[src/rtl/axis_uart_tx_cfg.sv]
// Configurable AXI-Stream to UART serialiser: compile-time word length, parity and stop bits,
// one-entry holding register for gapless back-to-back frames, optional idle gap after last beats.
module axis_uart_tx_cfg #(
  parameter int unsigned clk_rate      = 100000000,
  parameter int unsigned Baud          = 115200,
  parameter int unsigned Word_len      = 8,
  parameter int unsigned Parity_mode   = 0,
  parameter int unsigned Stop_bits     = 1,
  parameter int unsigned Last_gap_bits = 1
) (
  input  logic                clk,
  input  logic                rst,
  input  logic [Word_len-1:0] tx_data,
  input  logic                tx_data_valid,
  input  logic                tx_data_last,
  output logic                tx_data_ready,
  output logic                Uart_tx,
  output logic                tx_busy
);

  localparam int unsigned BAUD_DIV = clk_rate / Baud;
  localparam int unsigned CW       = $clog2(BAUD_DIV) + 1;
  localparam int unsigned BW       = $clog2(Word_len + 1);

  localparam logic [CW-1:0] BAUD_LAST = CW'(BAUD_DIV - 1);
  localparam logic [BW-1:0] DATA_LAST = BW'(Word_len - 1);
  localparam logic [BW-1:0] STOP_LAST = BW'(Stop_bits - 1);
  localparam logic [BW-1:0] GAP_LAST  = BW'((Last_gap_bits == 0) ? 0 : Last_gap_bits - 1);

  typedef enum logic [2:0] {
    S_IDLE, S_START, S_DATA, S_PARITY, S_STOP, S_GAP
  } state_t;

  state_t              r_state, w_state_nxt;
  logic [CW-1:0]       r_baud_cnt, w_baud_nxt;
  logic [BW-1:0]       r_bit_cnt, w_bit_nxt;
  logic [Word_len-1:0] r_shift, w_shift_nxt;
  logic [Word_len-1:0] r_hold_data;
  logic                r_hold_full, r_hold_last;
  logic                r_last, w_last_nxt;
  logic                r_par, w_par_nxt;
  logic                r_tx, w_tx_nxt;
  logic                w_tick, w_accept, w_load, w_frame_end, w_par_calc;

  assign w_tick        = (r_baud_cnt == BAUD_LAST);
  assign tx_data_ready = ~rst & ~r_hold_full;
  assign w_accept      = tx_data_valid & tx_data_ready;
  assign w_par_calc    = (^r_hold_data) ^ (Parity_mode == 1);
  assign Uart_tx       = r_tx;
  assign tx_busy       = (r_state != S_IDLE);

  always_comb begin
    w_state_nxt = r_state;
    w_baud_nxt  = r_baud_cnt;
    w_bit_nxt   = r_bit_cnt;
    w_shift_nxt = r_shift;
    w_last_nxt  = r_last;
    w_par_nxt   = r_par;
    w_frame_end = 1'b0;
    w_load      = 1'b0;
    w_tx_nxt    = 1'b1;

    if (r_state != S_IDLE) w_baud_nxt = w_tick ? '0 : r_baud_cnt + 1'b1;

    case (r_state)
      S_START:  if (w_tick) w_state_nxt = S_DATA;
      S_DATA: begin
        if (w_tick) begin
          w_shift_nxt = r_shift >> 1;
          if (r_bit_cnt == DATA_LAST) begin
            w_bit_nxt   = '0;
            w_state_nxt = (Parity_mode != 0) ? S_PARITY : S_STOP;
          end else begin
            w_bit_nxt = r_bit_cnt + 1'b1;
          end
        end
      end
      S_PARITY: if (w_tick) w_state_nxt = S_STOP;
      S_STOP: begin
        if (w_tick) begin
          if (r_bit_cnt == STOP_LAST) begin
            w_bit_nxt = '0;
            if (r_last && (Last_gap_bits != 0)) begin
              w_state_nxt = S_GAP;
            end else begin
              w_state_nxt = S_IDLE;
              w_frame_end = 1'b1;
            end
          end else begin
            w_bit_nxt = r_bit_cnt + 1'b1;
          end
        end
      end
      S_GAP: begin
        if (w_tick) begin
          if (r_bit_cnt == GAP_LAST) begin
            w_bit_nxt   = '0;
            w_state_nxt = S_IDLE;
            w_frame_end = 1'b1;
          end else begin
            w_bit_nxt = r_bit_cnt + 1'b1;
          end
        end
      end
      default: ;
    endcase

    // A pending beat overrides the fall-back to IDLE so the next start bit follows with no gap.
    w_load = r_hold_full && ((r_state == S_IDLE) || w_frame_end);
    if (w_load) begin
      w_state_nxt = S_START;
      w_shift_nxt = r_hold_data;
      w_last_nxt  = r_hold_last;
      w_par_nxt   = w_par_calc;
      w_baud_nxt  = '0;
      w_bit_nxt   = '0;
    end

    // The line is registered, so it follows the state being entered.
    case (w_state_nxt)
      S_START:  w_tx_nxt = 1'b0;
      S_DATA:   w_tx_nxt = w_shift_nxt[0];
      S_PARITY: w_tx_nxt = w_par_nxt;
      default:  w_tx_nxt = 1'b1;
    endcase
  end

  always_ff @(posedge clk) begin
    if (rst) begin
      r_state     <= S_IDLE;
      r_baud_cnt  <= '0;
      r_bit_cnt   <= '0;
      r_shift     <= '0;
      r_hold_data <= '0;
      r_hold_full <= 1'b0;
      r_hold_last <= 1'b0;
      r_last      <= 1'b0;
      r_par       <= 1'b0;
      r_tx        <= 1'b1;
    end else begin
      r_state    <= w_state_nxt;
      r_baud_cnt <= w_baud_nxt;
      r_bit_cnt  <= w_bit_nxt;
      r_shift    <= w_shift_nxt;
      r_last     <= w_last_nxt;
      r_par      <= w_par_nxt;
      r_tx       <= w_tx_nxt;
      if (w_accept) begin
        r_hold_data <= tx_data;
        r_hold_last <= tx_data_last;
        r_hold_full <= 1'b1;
      end else if (w_load) begin
        r_hold_full <= 1'b0;
      end
    end
  end

endmodule

[config.mk]
export PLATFORM = sky130hd
export DESIGN_NAME = axis_uart_tx_cfg
export DESIGN_NICKNAME = d
export VERILOG_FILES = /design/src/rtl/axis_uart_tx_cfg.sv
export SDC_FILE = /design/constraint.sdc
export NUM_CORES = 1
export LEC_CHECK = 0
export BUFFER_PORTS_ARGS = -buffer_cell sky130_fd_sc_hd__buf_2
export CORE_ASPECT_RATIO = 1.1
export CORE_UTILIZATION = 59
export DETAILED_ROUTE_END_ITERATION = 10
export MAX_ROUTING_LAYER = met4
export PLACE_DENSITY = 0.78
export RECOVER_POWER = 100
export SLEW_MARGIN = 20
export SYNTH_ARGS = -nofsm -noshare
export SYNTH_HDL_FRONTEND = slang
export SYNTH_SLANG_ARGS = --single-unit
[constraint.sdc]
create_clock -name clk -period 2.8 [get_ports clk]
set_clock_uncertainty 0.05 [all_clocks]
set_input_delay 0.56 -clock clk [delete_from_list [all_inputs] [get_ports clk]]
set_output_delay 0.56 -clock clk [all_outputs]
set_load 0.005 [all_outputs]
==> impl_metrics.tcl <==
set metrics [dict create \
    postRouteAntennaNets 0 \
    synth_cell_types 43 \
    ys_seq_area_share_pct 39.0 \
    critical_path.max_fanout 5 \
    worst-path-stages 8 \
    synthSimpleGateAreaFrac_pct 27.5 \
    die-area_mm2 0.00363 \
    fin_crit_ps 2510 \
    relSlewSlack_pct 40.0 \
    die_y_um 63.1 \
    status "finished clean" \
    switchingPower_mw 0.268 \
    whs_ps 349 \
    synth_cells 236 \
    crit_path_start_kind "register" \
    n_antenna_cell 0 \
    max_freq_ghz 0.399 \
    pre_cts_slack_ps 372 \
    stdcell_count 282 \
    synth_area_per_cell_um2 8.47 \
    internal_power_mw 0.737 \
    synth_compound_area_share_pct 14.2 \
    synth_top_area_share_pct 39.0 \
    vias_per_cell 5.56 \
    grt_overflow 0 \
    cpPeakStageDelay_ps 430 \
    cts_tree "done" \
    crit_family "simple AND/OR/NAND/NOR gates" \
    cts_sinks 39 \
    min_path_type "input port to register" \
    yosysTopAreaCell "dfxtp_1" \
    stdcell_area_mm2 0.00212 \
    r2r_setup_slack_ps 290 \
    leakagePower_nw 0.831 \
    synth_seq_cells 39 \
    irDropWorstVdd_uv 318 \
    endpoint_kind "register" \
    mostFrequentLayoutCells "dfxtp_1 (39), nor2_1 (32), nand2_1 (20)" \
    drive_above_1_share_pct 10.9 \
    fillers 281 \
    first_iter_violations 52 \
    pwr-share-seq_pct 60.3 \
    wl_per_cell_um 12.9 \
    yosys.area_share.xor_xnor_pct 6.57 \
    routed_wl_mm 3.64 \
    track_usage_pct 23.0 \
    critical_path.endpoint "Uart_tx" \
    p_per_area_mw_per_mm2 475 \
    power_frac_clock_pct 27.9 \
    hold_violations 0 \
    crit_type "register to register" \
    fin_nets 263 \
    clock_latency_ps 350 \
    portBuffers 14 \
    syn-num-nets 252 \
    slew_violations 0 \
    cts-buffers-inserted 5 \
    p_total_mw 1.01 \
    post-cts-setup-buffer-count 0 \
    fin_setup_tns_ps 0 \
    cts_hold_buf 0 \
    synth_warnings 0 \
    r2r-end "Uart_tx" \
    syn_area_mm2 0.00200 \
    cpMaxStageDelayCell "nor3b_1" \
    reg2reg_depth 8 \
    synth_fa_ha_area_share_pct 2.50 \
    ctsHtreeMaxLevel 2 \
    finalSetupViolations 0 \
    rsz0062_at_grt "false" \
    syn2layout_area_growth_pct 5.82 \
    rows 21 \
    cp.arrival_ps 2700 \
    core_mm2 0.00313 \
    post-dp-hpwl_mm 2.63 \
    crit_start "r_bit_cnt[0]" \
    crit_chain "inv_1 -> ha_1 -> nor3b_1 -> mux2i_1 -> a2111oi_2 -> o21ai_0 -> and4_1 -> or4_1" \
    cp.buffers_inverters 1 \
    cts_root_buf "clkbuf_4" \
    place_congestion 0.857 \
    synth_top_family_by_area "simple AND/OR/NAND/NOR gates" \
    first_pass_iters 4 \
    timing.rr.start "r_bit_cnt[0]" \
    cts_resized 0 \
    worst_pin_slew_ps 900 \
    antenna_found_initial 0 \
    cts_buffer_depth 2 \
    dpl-instance-area_mm2 0.00207 \
    yosys-top-cells-area "dfxtp_1 (39%), mux2i_1 (6.0%), nor2_1 (6.0%)" \
    start_util_pct 63.9 \
    path_clk_slew_ps 110 \
    comb_power_share_pct 11.8 \
    die_x_um 57.5 \
    grt_start_max_net_pins 26 \
    mostFrequentLayoutCell "dfxtp_1" \
    fin_util_pct 67.7 \
    drcViolationCount 0 \
    crit_required_ps 2990 \
    p_sw_share_pct 26.6 \
    vias 1567 \
    grt_pass1_vias 1457 \
    grt_pass1_wl_mm 6.19 \
    placed_cells 274 \
    maxCapViolCount 0 \
    io_pins 15 \
    synth_mux_area_share_pct 6.01 \
    setup_ws_ps 294 \
    fin_crit_sh_pct 89.5 \
]
[flip-flops by register name, summed over array words and instances (netlist names)]
signal and cells:
r_baud_cnt 11, r_last 1, r_hold_data 8, r_hold_last 1, Uart_tx 1, r_shift 8, r_state 3, r_bit_cnt 4
r_par 1, r_hold_full 1
[synth_stat cells (all sizes together)]
cell     number
nor4          1
o211ai        1
a211oi        8
and2          2
nor4b         1
o21ai        15
a2111oi       1
or4           1
a211o         1
o21a          1
clkbuf        7
nand3         7
nand4bb       2
nand4         4
nor3b         2
inv           7
buf           5
mux2i        12
a21bo         1
and4bb        1
a31oi         4
clkinv        1
nand2        21
and3b         2
ha            4
nor3          4
nand2b       13
nor2b         2
nor2         32
or3           1
xnor2         9
dfxtp        39
o32ai         1
nand3b        2
a21oi        12
xor2          6
and3          1
and4          2
[logic make-up (layout without fill, tap and decap cells)]
family | Yosys count | after routing
xor+xnor | 15 | 15
simple gates | 101 | 101
compound gates | 45 | 45
fa+ha+maj | 4 | 4
flops | 39 | 39
buf+inv | 20 | 32
mux | 12 | 12
[worst min-delay path by stage]
| stage | start | endpoint | slack [ps] | cells after the start |
|---|---|---|---|---|
| 2_1_floorplan | r_hold_last | r_last | 380 | 2 |
| 3_3_place_gp | r_par | r_par | 410 | 2 |
| 3_5_place_dp | r_hold_last | r_last | 410 | 2 |
| 4_1_cts | tx_data[5] | r_hold_data[5] | 340 | 3 |
| 5_1_grt | tx_data[4] | r_hold_data[4] | 330 | 3 |
| 6_report | tx_data[5] | r_hold_data[5] | 350 | 3 |
[per-layer routing]
metal / wire length (um) / up-vias / GRT usage, %
li1: - / 846 / -
met1: 1740 / 695 / 25.5
met2: 1740 / 17 / 37.4
met3: 85 / 9 / 6.78
met4: 74 / 0 / 11.0
met5: 0 / - / -
[worst min-delay path, delay by kind of cell]
kind	cells	cell delay [ps]
buf+inv	1	70
simple gates	1	30
compound gates	1	50
[final cells by class]
class                      instances  area [um^2]  share of cell area [%]
clock buffer                       7         45.0                    2.13
clock inverter                     1         5.00                   0.237
inverter                           8         30.0                    1.42
multi-input combinational        177         1130                    53.3
sequential                        39          781                    36.9
tap                               34         42.5                    2.01
timing repair buffer              16         83.8                    3.96
[power by group through the flow]
| stage | Combinational (mW) | Clock [mW] | Sequential [mW] |
|---|---|---|---|
| finish | 0.118 | 0.281 | 0.606 |
| detailed placement | 0.121 | 0 | 0.620 |
| floorplan | 0.0964 | 0 | 0.612 |
| global placement | 0.119 | 0 | 0.619 |
| CTS | 0.122 | 0.288 | 0.607 |
| global route | 0.134 | 0.320 | 0.610 |
Note: power is estimated with default switching activity, not from simulation.
